==> config.mk <==
export PLATFORM = sky130hd
export DESIGN_NAME = mantissa_div_seq
export DESIGN_NICKNAME = d
export VERILOG_FILES = /design/src/rtl/mantissa_div_seq.sv
export SDC_FILE = /design/constraint.sdc
export NUM_CORES = 1
export LEC_CHECK = 0
export ABC_AREA = 1
export BUFFER_PORTS_ARGS = -buffer_cell sky130_fd_sc_hd__buf_2
export CAP_MARGIN = 20
export CORE_ASPECT_RATIO = 1.1
export CORE_MARGIN = 2
export CORE_UTILIZATION = 45
export CTS_BUF_LIST = sky130_fd_sc_hd__clkbuf_4 sky130_fd_sc_hd__clkbuf_8 sky130_fd_sc_hd__clkbuf_16
export DETAILED_ROUTE_END_ITERATION = 8
export GPL_TIMING_DRIVEN = 0
export SLEW_MARGIN = 20
export SYNTH_ARGS = -nofsm -noshare
export SYNTH_HDL_FRONTEND = slang
export SYNTH_SLANG_ARGS = --single-unit
==> constraint.sdc <==
create_clock -name clk -period 6.2 [get_ports clk]
set_input_delay 0 -clock clk [delete_from_list [all_inputs] [get_ports clk]]
set_output_delay 0 -clock clk [all_outputs]
set_load 0.05 [all_outputs]
==> src/rtl/mantissa_div_seq.sv <==
// Iterative restoring mantissa divider: one quotient bit per clock, early exit on zero
// remainder, and a sticky bit for the rounding stage. Exceptions (dbz/ovf) resolve in one step.
module mantissa_div_seq #(
    parameter int WIDTH = 24,
    parameter int EXTRA = 3,
    localparam int QW = WIDTH + EXTRA,
    localparam int CW = $clog2(QW + 1)
) (
    input  logic             clk,
    input  logic             rst,
    input  logic             start,
    input  logic [WIDTH-1:0] dividend,
    input  logic [WIDTH-1:0] divisor,
    output logic             busy,
    output logic             done,
    output logic [QW-1:0]    quotient,
    output logic             sticky,
    output logic             dbz,
    output logic             ovf,
    output logic [0:0]       dbg_state
);

    // Handshake: start is sampled only in IDLE; done pulses for one cycle when results
    // become valid, and results hold until the done of the next accepted start.
    localparam logic [0:0] IDLE = 1'b0;
    localparam logic [0:0] RUN  = 1'b1;

    logic [0:0]       state;
    logic [WIDTH:0]   rem;
    logic [WIDTH-1:0] dvs;
    logic [CW-1:0]    cnt;
    logic             exc_dbz;
    logic             exc_ovf;

    // The top quotient bit is always shifted out before it is reused, so only QW-1 bits are kept.
    logic [QW-2:0]    q;

    logic [WIDTH+1:0] trial;
    logic             q_bit;
    logic [WIDTH:0]   r_next;
    logic [QW-1:0]    q_next;
    logic             last_step;
    logic [CW-1:0]    shamt;
    logic             div_zero;
    logic             too_big;

    assign busy      = (state == RUN);
    assign dbg_state = state;

    assign div_zero = (divisor == '0);
    assign too_big  = ({1'b0, dividend} >= {divisor, 1'b0});

    always_comb begin
        trial     = {1'b0, rem} - {2'b00, dvs};
        q_bit     = ~trial[WIDTH+1];
        r_next    = q_bit ? trial[WIDTH:0] : rem;
        q_next    = {q, q_bit};
        last_step = (r_next == '0) || (cnt == CW'(1));
        shamt     = cnt - CW'(1);
    end

    always_ff @(posedge clk) begin
        if (rst) begin
            state    <= IDLE;
            done     <= 1'b0;
            quotient <= '0;
            sticky   <= 1'b0;
            dbz      <= 1'b0;
            ovf      <= 1'b0;
            rem      <= '0;
            dvs      <= '0;
            q        <= '0;
            cnt      <= '0;
            exc_dbz  <= 1'b0;
            exc_ovf  <= 1'b0;
        end else begin
            done <= 1'b0;
            case (state)
                IDLE: begin
                    if (start) begin
                        rem     <= {1'b0, dividend};
                        dvs     <= divisor;
                        q       <= '0;
                        cnt     <= CW'(QW);
                        exc_dbz <= div_zero;
                        exc_ovf <= !div_zero && too_big;
                        state   <= RUN;
                    end
                end
                RUN: begin
                    // Exceptions spend one cycle here so done lands at the normal minimum latency.
                    if (exc_dbz || exc_ovf) begin
                        quotient <= '1;
                        sticky   <= 1'b0;
                        dbz      <= exc_dbz;
                        ovf      <= exc_ovf;
                        done     <= 1'b1;
                        state    <= IDLE;
                    end else begin
                        q   <= q_next[QW-2:0];
                        rem <= {r_next[WIDTH-1:0], 1'b0};
                        cnt <= cnt - CW'(1);
                        if (last_step) begin
                            quotient <= q_next << shamt;
                            sticky   <= (r_next != '0);
                            dbz      <= 1'b0;
                            ovf      <= 1'b0;
                            done     <= 1'b1;
                            state    <= IDLE;
                        end
                    end
                end
                default: state <= IDLE;
            endcase
        end
    end

endmodule
==> impl_metrics.env <==
export IMPL_p_int_mw=1.941
export IMPL_seqCellArea_um2=2282
export IMPL_area_inside_the_core_boundary_um2=19030
export IMPL_critPathArrivalTime_ps=3950
export IMPL_cts_tree="built"
export IMPL_totalNegativeSetupSlack_ps=0
export IMPL_startpoint_type="flop"
export IMPL_synth_most_common_cell="sky130_fd_sc_hd__nand2_1"
export IMPL_mappedNetlistNets=1540
export IMPL_async_flop_share_pct=0
export IMPL_fraction_of_final_layout_cells_sized_beyond_drive_strength_1_pct=9.738
export IMPL_worst_path_largest_cell_delay_ps=440
export IMPL_seqPwrFrac_pct=24.3
export IMPL_final_setup_skew_ps=10.54
export IMPL_ctsRootBufferMaster="sky130_fd_sc_hd__clkbuf_16"
export IMPL_regToRegStartpoint="cnt[0]"
export IMPL_unrepaired_setup_endpoints_after_global_routing="no"
export IMPL_power_per_cell_area_nw_per_um2=326.6
export IMPL_post_cts_setup_buffers=0
export IMPL_clock_insertion_delay_worst_skew_ps=430
export IMPL_min_period_ps=3624
export IMPL_die_area_um2=20420
export IMPL_cts_buffers_inserted=17
export IMPL_ir_worst_vdd_v=0.0002024
export IMPL_totalPowerFinal_mw=3.433
export IMPL_path_cells="buf_2 > clkinv_1 > clkbuf_1 > ha_1 > clkbuf_1 > inv_1 > buf_1 > mux2i_1 > o21ai_0 > o21ai_0 > o211ai_1 > inv_1 > nand3_1 > nand2_1 > nor2_1"
export IMPL_leakage_nw=5.071
export IMPL_max_cap_viol_count=0
export IMPL_yosys_area_top_type_share_pct=26.29
export IMPL_power_share_clock_pct=30.3
export IMPL_final_setup_violation_count=0
export IMPL_die_width_um=136.4
export IMPL_count_of_antenna_violating_nets_left_after_detailed_routing=0
export IMPL_postSynthAreaPerCell_um2=6.033
export IMPL_initial_utilization_pct=45.62
export IMPL_ys_seq_elements=114
export IMPL_critPathRequiredTime_ps=6530
export IMPL_crit_type="flop to flop"
export IMPL_final_nets=1690
export IMPL_crit_family="buffers and inverters"
export IMPL_netlist_top_cell_by_area="sky130_fd_sc_hd__dfxtp_1"
export IMPL_cts_resized=0
export IMPL_fmax_mhz=275.9
export IMPL_crit_path_depth=15
export IMPL_reg2reg_to="quotient[19]"
export IMPL_dpl_cell_area_um2=9402
export IMPL_wire_length_of_the_first_global_routing_pass_mm=46.94
export IMPL_run_status="finished clean"
export IMPL_final_routed_wire_length_divided_by_cell_count_um=16.02
export IMPL_hp_start="rst"
export IMPL_pwr_share_comb_pct=45.4
export IMPL_yosys_most_used_dff="sky130_fd_sc_hd__dfxtp_1"
export IMPL_drv_slew=0
export IMPL_vias=9614
export IMPL_numClockSinks=114
export IMPL_hold_path_end="cnt[4]"
export IMPL_wl_mm=29.62
export IMPL_grt_antenna_before_repair=0
export IMPL_relSlewSlack_pct=46.06
export IMPL_synth_area_top_cells="sky130_fd_sc_hd__dfxtp_1 (26%), sky130_fd_sc_hd__nand2_1 (20%), sky130_fd_sc_hd__inv_1 (8.3%)"
export IMPL_synth_edff_count=0
export IMPL_cts_htree_levels=4
export IMPL_synthesis_instances=1439
export IMPL_antenna_diode_count=0
export IMPL_placementRows=53
export IMPL_holdWs_ps=130.7
export IMPL_clockBufferDepth=2
export IMPL_setup_reg_to_reg_worst_slack_ps=2580
export IMPL_grt_ovfl_total=0
export IMPL_syn2layout_area_growth_pct=21.07
export IMPL_hold_viol_final=0
export IMPL_synthTopCellsByCount="sky130_fd_sc_hd__nand2_1 (455), sky130_fd_sc_hd__inv_1 (191), sky130_fd_sc_hd__a21oi_1 (132)"
export IMPL_first_pass_iters=8
export IMPL_globalplace_congestion=0.9391
export IMPL_utilization_pct=55.23
export IMPL_synth_lib_cells_used_distinct=45
export IMPL_holdBufCountCts=49
export IMPL_hold_path_class="input port to flop"
export IMPL_synthesis_yosys_warnings=0
export IMPL_final_cell_count_no_fill=1849
export IMPL_hold_path_cell_count=2
export IMPL_final_min_period_over_clock_period_pct=58.45
export IMPL_dpl_hpwl_mm=23.36
export IMPL_multiInputGateArea_um2=5328
export IMPL_placement_setup_worst_slack_ps=2644
export IMPL_synth_sequential_area_ratio_pct=26.29
export IMPL_crit_path_max_fanout=10
export IMPL_p_sw_mw=1.492
export IMPL_reg2regPathDepth=15
export IMPL_drc=0
export IMPL_finalWorstSetupSlack_ps=2576
export IMPL_portBuffers=82
export IMPL_netSwitchingFraction_pct=43.46
export IMPL_worst_path_bufs_invs=7
export IMPL_cp_endpoint_kind="flop"
export IMPL_largest_net_degree_at_the_start_of_global_routing=17
export IMPL_first_global_vias=9335
export IMPL_detailed_route_vias_per_instance=5.200
export IMPL_clk_pin_slew_ps=60
export IMPL_io_pins=84
export IMPL_postLayoutCellArea_um2=10510
export IMPL_syn_cell_area_um2=8682
export IMPL_worst_pin_slew_ps=803.3
export IMPL_die_height_um=149.7
export IMPL_grtUsageTotal_pct=29.74
export IMPL_drtIter0Drc=466
export IMPL_nFillCells=1989
export IMPL_highest_delay_cell_along_the_critical_path="sky130_fd_sc_hd__mux2i_1"
export IMPL_placed_cells=1768
==> how the worst max path moves through the flow <==
stage	start	end	slack (ps)
final	cnt[0]	quotient[19]	2580
after global routing	cnt[0]	quotient[16]	2220
after global placement	cnt[0]	quotient[16]	2660
after detailed placement	cnt[0]	quotient[16]	2640
after CTS	cnt[0]	quotient[16]	2630
after floorplan	cnt[0]	quotient[16]	3430
==> cells by family (layout without fill, tap and decap cells) <==
| kind of cell | count (synthesis) | in the layout | synth area share, % |
|---|---|---|---|
| AND/OR/NAND/NOR | 684 | 684 | 32.70 |
| AO/OA/AOI/OAI | 298 | 298 | 18.65 |
| buffers and inverters | 268 | 431 | 12.35 |
| flip-flops | 114 | 114 | 26.29 |
| adder cells (fa/ha/maj) | 50 | 50 | 7.292 |
| multiplexers | 14 | 14 | 1.614 |
| XOR/XNOR | 11 | 11 | 1.110 |
==> power by group through the flow <==
stage / Combinational [mW] / Clock, mW / Sequential (mW)
4_1_cts: 1.54 / 1.05 / 0.834
5_1_grt: 1.74 / 1.08 / 0.841
3_5_place_dp: 1.51 / 0 / 0.849
2_1_floorplan: 1.07 / 0 / 0.900
6_report: 1.56 / 1.04 / 0.835
3_3_place_gp: 1.51 / 0 / 0.849
==> sequential cells by signal (all words and copies together) (netlist names) <==
name and flops:
exc_ovf 1, busy 1, dbz 1, exc_dbz 1, done 1, dvs 24
sticky 1, quotient 27, cnt 5, rem 25, ovf 1, q 26
==> routing by layer <==
metal | global-route usage (%) | routed length [um] | vias to the layer above
li1 | - | - | 4964
met1 | 33.19 | 12110 | 4349
met2 | 55.68 | 15360 | 227
met3 | 3.625 | 980 | 74
met4 | 13.59 | 1168 | 0
met5 | 0 | 0 | -
==> worst reg2reg max path, delay by kind of cell (launching register included) <==
family                   cells  cell delay (ps)
multiplexers                 1              440
AO/OA/AOI/OAI                3              520
flip-flops                   1              340
AND/OR/NAND/NOR              3              210
buffers and inverters        7             1690
adder cells (fa/ha/maj)      1              330
==> layout by cell type (no fill, tap or decap), drive strengths merged, types with 2 or more instances in the layout <==
| master | count |
|---|---|
| a211oi | 5 |
| a21oi | 143 |
| a221oi | 2 |
| buf | 106 |
| bufinv | 3 |
| clkbuf | 67 |
| clkinv | 8 |
| clkinvlp | 2 |
| dfxtp | 114 |
| dlygate4sd3 | 49 |
| ha | 49 |
| inv | 196 |
| mux2i | 14 |
| nand2 | 457 |
| nand3 | 96 |
| nand3b | 6 |
| nand4 | 22 |
| nor2 | 87 |
| nor3 | 5 |
| nor4 | 4 |
| o211ai | 15 |
| o21ai | 127 |
| o21bai | 2 |
| o221ai | 2 |
| or2 | 4 |
| xnor2 | 4 |
| xor2 | 7 |
==> layout make-up <==
cell class,count,share of cell area [%]
Tap cell,247,2.940
Clock inverter,14,1.714
Sequential cell,114,21.71
Clock buffer,18,4.178
Inverter,195,7.011
Multi-Input combinational cell,1057,50.68
Buffer,73,3.190
Timing Repair Buffer,131,8.570
(Power assumes the default switching activity.)
